[config.mk]
export PLATFORM = sky130hd
export DESIGN_NAME = module_rca_seq_ctrl
export DESIGN_NICKNAME = d
export VERILOG_FILES = /design/src/rtl/rca_seq_pkg.sv /design/src/rtl/full_adder_1bit.sv /design/src/rtl/module_rca_cin.sv /design/src/rtl/module_rca_seq_ctrl.sv
export SDC_FILE = /design/constraint.sdc
export NUM_CORES = 1
export LEC_CHECK = 0
export ABC_AREA = 1
export BUFFER_PORTS_ARGS = -buffer_cell sky130_fd_sc_hd__buf_4
export CAP_MARGIN = 20
export CORE_UTILIZATION = 25
export CTS_BUF_LIST = sky130_fd_sc_hd__clkbuf_16
export CTS_CLUSTER_DIAMETER = 80
export DETAILED_ROUTE_END_ITERATION = 7
export GPL_ROUTABILITY_DRIVEN = 0
export PLACE_DENSITY = 0.44
export SYNTH_ARGS = -nofsm -noshare
export SYNTH_HDL_FRONTEND = slang
export SYNTH_HIERARCHICAL = 1
export SYNTH_SLANG_ARGS = --single-unit
[constraint.sdc]
create_clock -name clk_pi -period 5 [get_ports clk_pi]
set_input_delay 0.75 -clock clk_pi [delete_from_list [all_inputs] [get_ports clk_pi]]
set_output_delay 0.75 -clock clk_pi [all_outputs]
set_load 0.01 [all_outputs]
[src/rtl/rca_seq_pkg.sv]
// Shared types and constants for the multi-word ripple-carry add/subtract sequencer.
package rca_seq_pkg;

    typedef enum logic [1:0] {
        IDLE = 2'd0,
        RUN  = 2'd1,
        DONE = 2'd2
    } state_t;

    localparam logic OP_ADD = 1'b0;
    localparam logic OP_SUB = 1'b1;

endpackage

[src/rtl/full_adder_1bit.sv]
// One-bit full adder cell used to build the ripple-carry slice.
module full_adder_1bit (
    input  logic a,
    input  logic b,
    input  logic cin,
    output logic sum,
    output logic cout
);

    assign sum  = a ^ b ^ cin;
    assign cout = (a & b) | (cin & (a ^ b));

endmodule

[src/rtl/module_rca_cin.sv]
// WIDTH-bit ripple-carry adder with explicit carry-in and carry-out.
module module_rca_cin #(
    parameter int WIDTH = 8
) (
    input  logic [WIDTH-1:0] a,
    input  logic [WIDTH-1:0] b,
    input  logic             cin,
    output logic [WIDTH-1:0] sum,
    output logic             cout
);

    logic [WIDTH:0] carry;

    assign carry[0] = cin;

    for (genvar i = 0; i < WIDTH; i++) begin : g_fa
        full_adder_1bit u_fa (
            .a    (a[i]),
            .b    (b[i]),
            .cin  (carry[i]),
            .sum  (sum[i]),
            .cout (carry[i+1])
        );
    end

    assign cout = carry[WIDTH];

endmodule

[src/rtl/module_rca_seq_ctrl.sv]
// Multi-word add/subtract sequencer: one WIDTH-bit slice, one word per cycle, LSW first,
// with the inter-word carry held in a register.
module module_rca_seq_ctrl
    import rca_seq_pkg::*;
#(
    parameter int WIDTH  = 8,
    parameter int NWORDS = 4
) (
    input  logic                      clk_pi,
    input  logic                      rst_n_pi,
    input  logic                      valid_pi,
    output logic                      ready_po,
    input  logic                      op_pi,
    input  logic [WIDTH*NWORDS-1:0]   a_pi,
    input  logic [WIDTH*NWORDS-1:0]   b_pi,
    output logic                      busy_po,
    output logic                      done_po,
    output logic [WIDTH*NWORDS:0]     result_po
);

    localparam int IDX_W = (NWORDS > 1) ? $clog2(NWORDS) : 1;
    localparam logic [IDX_W-1:0] LAST_IDX = IDX_W'(NWORDS - 1);

    state_t                         state, state_nxt;
    logic [NWORDS-1:0][WIDTH-1:0]   a_reg, b_reg, work_reg, work_nxt;
    logic                           carry_reg;
    logic [IDX_W-1:0]               idx;
    logic [WIDTH*NWORDS:0]          result_reg;
    logic [WIDTH-1:0]               slice_sum;
    logic                           slice_cout;
    logic                           accept;

    module_rca_cin #(.WIDTH(WIDTH)) u_slice (
        .a    (a_reg[idx]),
        .b    (b_reg[idx]),
        .cin  (carry_reg),
        .sum  (slice_sum),
        .cout (slice_cout)
    );

    // NOTE: every signal driven here gets a default first so no path can infer a latch.
    always_comb begin
        state_nxt     = state;
        ready_po      = 1'b0;
        busy_po       = 1'b0;
        done_po       = 1'b0;
        work_nxt      = work_reg;
        work_nxt[idx] = slice_sum;
        case (state)
            IDLE: begin
                ready_po = 1'b1;
                if (valid_pi) state_nxt = RUN;
            end
            RUN: begin
                busy_po = 1'b1;
                if (idx == LAST_IDX) state_nxt = DONE;
            end
            DONE: begin
                busy_po   = 1'b1;
                done_po   = 1'b1;
                state_nxt = IDLE;
            end
            default: state_nxt = IDLE;
        endcase
    end

    assign accept    = valid_pi & ready_po;
    assign result_po = result_reg;

    // NOTE: sequential state uses non-blocking assignments so all registers update together.
    always_ff @(posedge clk_pi or negedge rst_n_pi) begin
        if (!rst_n_pi) begin
            state      <= IDLE;
            a_reg      <= '0;
            b_reg      <= '0;
            work_reg   <= '0;
            carry_reg  <= 1'b0;
            idx        <= '0;
            result_reg <= '0;
        end else begin
            state <= state_nxt;
            if (accept) begin
                // Subtract is a + ~b + 1: invert B here and seed the carry with 1.
                a_reg     <= a_pi;
                b_reg     <= (op_pi == OP_SUB) ? ~b_pi : b_pi;
                carry_reg <= (op_pi == OP_SUB);
                idx       <= '0;
            end else if (state == RUN) begin
                work_reg  <= work_nxt;
                carry_reg <= slice_cout;
                idx       <= idx + 1'b1;
                if (idx == LAST_IDX) result_reg <= {slice_cout, work_nxt};
            end
        end
    end

endmodule

* Yosys cells after proc, flatten, opt, wreduce, memory -nomap -nowiden
Cells that the tools add are included.
Cells by class: muxes and demuxes 18, add/subtract/negate cells 1, bitwise operators 43, reduce and logical (&&, ||, !) cells 7, equality and inequality tests 5, $lt $le $gt $ge 2
Operators by type and width (number):
- $bmux 8 s2 | 2
- $bwmux 32 | 1
- $mux 32 | 1
- $not 32->32 | 1
- $mux 8 | 3
- $and 1x1->1 | 17
- $demux 8 s2 | 1
- $xor 1x1->1 | 16
- $mux 2 | 4
- $or 1x1->1 | 8
- $mux 1 | 5
- $eq 2x2->1 const B | 2
- $ne 2x2->1 const B | 2
- $pmux 2 s2 | 1
- $reduce_and 2->1 | 2
- $lt 2x3->1 const B | 1
- $reduce_and 3->1 | 1
- $add 2x1->2 const B | 1
- $eq 2x1->1 const B | 1
- $ge 2x1->1 const B | 1
- $logic_not 2->1 | 1
- $reduce_bool 2->1 | 1
- $reduce_or 2->1 | 1
- $logic_and 1x1->1 | 1
- $not 1->1 | 1
Storage, ports and cells: word-level logic and storage cells 92, output and inout bits 36, register bits after elaboration 134

* Logic depth before layout (Yosys ltp)
Gate-level depths: netlist of the first run.
depth in word-level cells 21, gate-level depth with buffers 17

* By module
Netlist of the first run, hierarchy kept.
By module, submodules not included:
- module_rca_seq_ctrl | cells each 937, area an instance 6732.7 sq um, instances 1, sequential area each 3353.2 sq um
- full_adder_1bit | cells each 1, area an instance 20.0 sq um, instances 8, sequential area each 0.0 sq um

* Worst setup path before layout of the first run
No wires, ideal clock.
path kind register to register, from reg idx[0], to reg result_reg[15] (netlist: result_po[15]), data arrival time 4.419 ns, stages on the path, launching flop included 17, path slack 0.465 ns, setup time 0.116 ns, path through dfrtp_1 buf_2 or2_2 nand3_1 nand2_1 fa_1 fa_1 fa_1 fa_1 fa_1 fa_1 fa_1 fa_1 nand2_1 nand2_1 nand2_1 nand2_1
Between the ends: cells in the longest elaborated chain, start to end 19, elaborated cells on any way between the ends 42, classes of those cells order compare (2); eq/ne (1); mux (7); bitwise (30); reduce/logical (2)
Ends and longest elaborated chain:
- from (decl) | line module_rca_seq_ctrl.sv:27 | logic [IDX_W-1:0] idx;
- from (signal assigned) | line module_rca_seq_ctrl.sv:91 | idx <= idx + 1'b1;
- $bmux 8 s2 (on tied branches) | line module_rca_seq_ctrl.sv:34, module_rca_seq_ctrl.sv:35
- $mux 8 (on tied branches) | line module_rca_seq_ctrl.sv:34, module_rca_seq_ctrl.sv:35
- $xor 1x1->1 | line full_adder_1bit.sv:11 | assign cout = (a & b) | (cin & (a ^ b));
- $and 1x1->1 | line full_adder_1bit.sv:11
- $or 1x1->1 * | line full_adder_1bit.sv:11
- net u_slice.carry[1] | line module_rca_cin.sv:12 | logic [WIDTH:0] carry;
- $and 1x1->1 * | line full_adder_1bit.sv:11
- $or 1x1->1 * | line full_adder_1bit.sv:11
- net u_slice.carry[2] | line module_rca_cin.sv:12
- (+2 left out)
- net u_slice.carry[3] | line module_rca_cin.sv:12
- (+2 left out)
- net u_slice.carry[4] | line module_rca_cin.sv:12
- (+2 left out)
- net u_slice.carry[5] | line module_rca_cin.sv:12
- (+1 left out)
- $or 1x1->1 * | line full_adder_1bit.sv:11
- net u_slice.carry[6] | line module_rca_cin.sv:12
- $and 1x1->1 * | line full_adder_1bit.sv:11
- $or 1x1->1 * | line full_adder_1bit.sv:11
- net u_slice.carry[7] | line module_rca_cin.sv:12
- $xor 1x1->1 * | line full_adder_1bit.sv:10 | assign sum = a ^ b ^ cin;
- net slice_sum[7] | line module_rca_seq_ctrl.sv:29 | logic [WIDTH-1:0] slice_sum;
- $bwmux 32 * | line module_rca_seq_ctrl.sv:48 | work_nxt[idx] = slice_sum;
- to (signal assigned) | line module_rca_seq_ctrl.sv:92 | if (idx == LAST_IDX) result_reg <= {slice_cout, work_nxt};
- to (decl) | line module_rca_seq_ctrl.sv:28 | logic [WIDTH*NWORDS:0] result_reg;
Mark *: on every way through the listed nets, which the timed path passes. The rest lies on a longest branch. The select of a mux whose other input is x is not followed. A chain may end at the register's enable or synchronous reset.

* Final worst setup path of the first run
from reg idx[0], to reg result_reg[7] (netlist: result_po[7])
Same word-level chain as after synthesis.

==> reports/qor.yml, run 1 <==
synth_area_leaders: "dfrtp_1 (49%), nand2_1 (29%), nand3_1 (5.1%)"
postCtsHoldBufs: 0
areaGrowthSynthToFinish_pct: 24.9
via_per_inst: 4.17
die-area_um2: 28200
synth.distinct_cells: 19
wl_per_cell_um: 13.8
utilization_pct: 31.8
min_period_ps: 4670
pre_cts_slack_ps: 370
cts_tree: "yes"
cp_slowest_cell: "fa_1"
setup_tns_ps: 0
leakagePower_nw: 4.89
yosys_warnings: 6
final_nets: 1116
cts_root_buffer: "clkbuf_16"
fp.coreArea_um2: 27000
diodes: 0
yosysTopAreaCell: "dfrtp_1"
arrival_ps: 5020
max-cap-violations: 0
slew_headroom_pct: 36.2
cpPeakStageDelay_ps: 620
rsz0062_at_grt: "false"
timing.critical_path.mode_cell: "fa_1"
cts_buffer_depth: 2
syn-instance-count: 945
via_count: 5785
worstSetupPathType: "reg -> reg"
netSwitchingFraction_pct: 43.1
io_pins: 104
setup_ws_ps: 330
start_util_pct: 25.5
hp-class: "in -> async"
clk_latency_ps: 420
syn-num-nets: 1028
hold_violations: 0
cp_cell_sequence: "or2_2 -> nand3_1 -> nand2_1 -> fa_1 -> fa_1 -> fa_1 -> fa_1 -> fa_1 -> fa_1 -> fa_1 -> fa_1 -> nand2_1 -> nand2_1 -> nand2_1 -> nand2_1"
drc: 0
grt_pass1_vias: 5814
drive_gt1_share_pct: 16.1
clk_pin_slew_ps: 60
grt_use_total_pct: 14.5
switchingPower_mw: 2.80
place_inst: 1355
drtAntennaViolNets: 0
largest_register_ffs: 33
die_y_um: 168
grt_pass1_wl_um: 31500
fin_skew_ps: 13.1
slew_viol_final: 0
yosysTopAreaCellShare_pct: 48.6
p_per_area_nw_per_um2: 753
drt_pass1_iterations: 4
fmax_mhz: 214
dp_hpwl_um: 13200
cp_max_fo: 6
end_kind: "flop"
die_w_um: 168
cts_resized: 0
outcome: "completed"
power_frac_comb_pct: 48.8
p_clk_share_pct: 23.4
routed_wl_um: 19100
grt.overflow.total: 0
io_buffers: 103
syn_area_um2: 6890
period_share_pct: 93.4
p_int_mw: 3.69
crit_required_ps: 5350
drt_iter0_markers: 287
setup_viol: 0
synth-seq-cells: 134
layout.cells.non_filler: 1386
vdd_drop_max_mv: 0.323
antenna_found_initial: 0
avgSynthCellArea_um2: 7.29
worst_pin_slew_ps: 956
crit_path_start_kind: "flop"
p_seq_share_pct: 27.8
ys_seq_area_share_pct: 48.6
cts.sinks: 134
rows: 60
htree_levels: 4
tritoncts.num_buffers: 17
post_cts_buffers: 0
fillers: 2962
grt_max_degree: 92
stage by stage:
| step | hold WS [ps] | instance area [um2] | total power [mW] |
|---|---|---|---|
| global placement | 458 | 7900 | 5.03 |
| detailed placement | 458 | 7900 | 5.05 |
| global route | 497 | 8610 | 7.06 |
| CTS | 475 | 8610 | 6.61 |
| floorplan | 441 | 6890 | 3.82 |
| finish | 437 | 8610 | 6.48 |
final timing paths:
path / startpoint / endpoint / cells after the start / slack [ps]
setup reg to reg: idx[0] / result_po[7] / 15 / 330
max in group asynchronous: rst_n_pi / result_po[3] / 2 / 3510
hold / removal: rst_n_pi / a_reg[15] / 1 / 440
min in group clk_pi: a_reg[0] / a_reg[0] / 2 / 470
hold reg to reg: a_reg[0] / a_reg[0] / 2 / 470
setup / recovery: idx[0] / result_po[7] / 15 / 330
cells in the mapped netlist (all sizes together):
| library cell | count |
|---|---|
| buf | 40 |
| clkbuf | 6 |
| or2 | 16 |
| o21ai | 26 |
| clkinv | 3 |
| nand3 | 70 |
| dfrtp | 134 |
| fa | 8 |
| inv | 90 |
| ha | 7 |
| nand2 | 544 |
| nor2 | 1 |
worst max-delay path: cells and delay by family, from the launching register on:
kind,cells,cell delay (ps)
flops,1,420
fa+ha+maj,8,3420
simple gates,7,750
routing by layer:
metal	wire length [um]	vias to the layer above	share of wire [%]	track usage, %
met4	129	0	0.67	3.87
met5	0	-	0	0
li1	-	3004	-	-
met2	8780	104	46	22.5
met1	9500	2669	50	20.3
met3	728	8	3.8	3.01
final cells by class:
class	instances	area, um2	share of cell area, %
multi-input cells	672	2910	33.8
flip-flops and latches	134	3350	39.0
clock buffers	17	425	4.94
well taps	341	427	4.96
repair buffers	115	863	10.0
clock inverters	14	279	3.24
inverters	93	352	4.08
logic make-up after synthesis:
family	after synthesis	synth area share, %
simple gates	631	36.7
buf+inv	139	9.17
flops	134	48.6
compound gates	26	1.89
fa+ha+maj	15	3.59
power by group through the flow:
stage	Sequential, mW	Clock, mW	Combinational [mW]
3_3_place_gp	1.82	0	3.21
3_5_place_dp	1.82	0	3.23
5_1_grt	1.87	1.60	3.59
2_1_floorplan	1.80	0	2.02
4_1_cts	1.81	1.55	3.25
6_report	1.80	1.52	3.16
cells in the final DEF (no fill, tap or decap), drive strengths merged:
cell,netlist,final
nand2,544,544
dfrtp,134,134
buf,40,115
inv,90,91
nand3,70,70
o21ai,26,26
clkbuf,6,17
or2,16,16
bufinv,0,8
fa,8,8
ha,7,7
clkinv,3,7
nor2,1,1
clkinvlp,0,1
(Power assumes the default switching activity.)
==> run 2, diff against run 1 <==
- CORE_UTILIZATION: 25 -> 50
- PLACE_DENSITY: 0.44 -> 0.76
==> run 2 against run 1 <==
  * Critical path depth is the same
  * Sequential power is essentially flat
  * Worst hold slack lost 57 ps
  * Non-clock buffer count decreased by 4
  * Utilization is 29 points higher
  * Combinational power down 3%
  * Maximum frequency decreased by 1.5%
  * Via count grew 2.6%
  * Global-route usage grew 9.5 points
  * Total power is 8.5% lower
  * Sequential cell count did not move
==> reports/qor.yml, run 2 (synthesized netlist as in run 1, its figures left out) <==
postCtsHoldBufs: 0  # unchanged
start_util_pct: 51.6  # +26 points
setup_tns_ps: 0  # unchanged
rsz0062_at_grt: "false"
slew_headroom_pct: 36.1  # -0.11 points
dpl_cell_area_um2: 7670  # -3.0%
use_met3_pct: 4.79  # +1.8 points
final_common_cell: "nand2_1"
max-cap-violations: 0  # unchanged
tritoncts.num_buffers: 17  # unchanged
p_per_area_nw_per_um2: 727  # -3.5%
io_pins: 104  # unchanged
clk_latency_ps: 420  # about the same
worst_pin_slew_ps: 956  # -0.708 ps
crit_required_ps: 5360  # about the same
fp.coreArea_um2: 13300  # -51%
grt_pass1_vias: 5532  # -4.9%
arrival_ps: 5100  # +80 ps
hold_violations: 0  # unchanged
diodes: 0  # unchanged
busiest_layer: "met2"
setup_viol: 0  # unchanged
clk_pin_slew_ps: 60  # about the same
layout_common_cells: "nand2_1 (541), dfrtp_1 (134), buf_4 (111)"
drt_pass1_iterations: 6  # +2
via_per_inst: 4.88  # +17%
die_w_um: 119  # -29%
crit_path_start_kind: "flop"
fillers: 1239  # -58%
cts_resized: 0  # unchanged
wl_per_cell_um: 13.2  # -4.6%
die_y_um: 119  # -29%
largest_register_ffs: 33  # unchanged
grt_max_degree: 92  # unchanged
htree_levels: 4  # unchanged
areaGrowthSynthToFinish_pct: 18.5
die-area_um2: 14300  # -50%
grt_use_total_pct: 24.0  # +9.5 points
rows: 42  # -30%
grt_pass1_wl_um: 26600  # -16%
outcome: "completed"
final_nets: 1112  # -0.36%
fin_skew_ps: 5.07  # -8.00 ps
post_cts_buffers: 0  # unchanged
routed_wl_um: 16000  # -16%
cts_tree: "yes"
final_cell_area_um2: 8170  # -5.1%
worstSetupPathType: "reg -> reg"
cp_max_fo: 11  # +5
io_buffers: 103  # unchanged
leakagePower_nw: 4.78  # -2.2%
drt_iter0_markers: 450  # +57%
grt.overflow.total: 0  # unchanged
min_period_ps: 4740  # +68.9 ps
cts_root_buffer: "clkbuf_16"
drc: 0  # unchanged
antenna_found_initial: 0  # unchanged
drtAntennaViolNets: 0  # unchanged
slew_viol_final: 0  # unchanged
cts_buffer_depth: 2  # unchanged
hp-class: "in -> async"
grtUsageMet1_pct: 32.3  # +12 points
fmax_mhz: 211  # -1.5%
cts.sinks: 134  # unchanged
via_count: 5933  # +2.6%
period_share_pct: 94.8  # +1.4 points
vdd_drop_max_mv: 0.388  # +20%
met2_usage_pct: 38.5  # +16 points
dp_hpwl_um: 10800  # -18%
drive_gt1_share_pct: 15.3  # -0.80 points
end_kind: "flop"
[run 2: cell count changes in the layout (fill, tap and decap cells not counted)]
cell	delta
buf_4	-4
bufinv_16	-8
clkinv_1	+2
clkinv_2	+2
clkinvlp_4	+2
inv_1	+3
inv_6	-1
[run 2: worst max-delay path, cell delays in order, from the launching register on]
cell     delay (ps)
dfrtp_1         490
or2_2           340
nand3_1          70
nand2_1          70
fa_1            430
fa_1            390
fa_1            400
fa_1            390
fa_1            390
fa_1            390
fa_1            390
fa_1            610
nand2_1          90
nand2_1         100
nand2_1          60
nand2_1          70
[run 2: area by class of cell]
| class | count | area, um2 | area share [%] |
|---|---|---|---|
| inverter | 93 | 352 | 4.31 |
| sequential | 134 | 3350 | 41.1 |
| tap | 176 | 220 | 2.70 |
| clock buffer | 17 | 425 | 5.21 |
| multi-input combinational | 672 | 2910 | 35.6 |
| clock inverter | 14 | 73.8 | 0.904 |
| timing repair buffer | 111 | 833 | 10.2 |
[run 2: final timing paths]
| path | from | cells past startpoint | slack, ps | to |
|---|---|---|---|---|
| setup / recovery | idx[0] | 15 | 260 | result_po[15] |
| hold / removal | rst_n_pi | 1 | 380 | a_reg[28] |
| setup reg to reg | idx[0] | 15 | 260 | result_po[15] |
| hold reg to reg | b_reg[5] | 2 | 470 | b_reg[5] |
| max in group asynchronous | rst_n_pi | 2 | 3590 | result_po[5] |
| min in group clk_pi | b_reg[5] | 2 | 470 | b_reg[5] |
[run 2: routing by layer]
metal,vias up,routed length (um),part of all wire (%)
met5,-,0,0
met3,31,832,5.2
met1,2740,7240,45
li1,2996,-,-
met4,0,365,2.3
met2,166,7590,47
[run 2: where the power goes]
group          internal, mW  switching, mW
sequential             1.57          0.253
combinational          1.07           1.98
clock                 0.614          0.450
total                  3.25           2.69
[run 2: through the flow]
stage | hold slack (ps) | std cells | util, % | worst slack (ps) | power (mW)
2_1_floorplan | 441 | 945 | - | 465 | 3.82
6_report | 380 | 1217 | 61.2 | 262 | 5.94
5_1_grt | 471 | 1217 | 61.2 | 28.6 | 6.40
3_5_place_dp | 457 | 1186 | 57.4 | 298 | 4.85
3_3_place_gp | 456 | 1186 | 57.4 | 386 | 4.78
4_1_cts | 428 | 1217 | 61.2 | 276 | 5.94
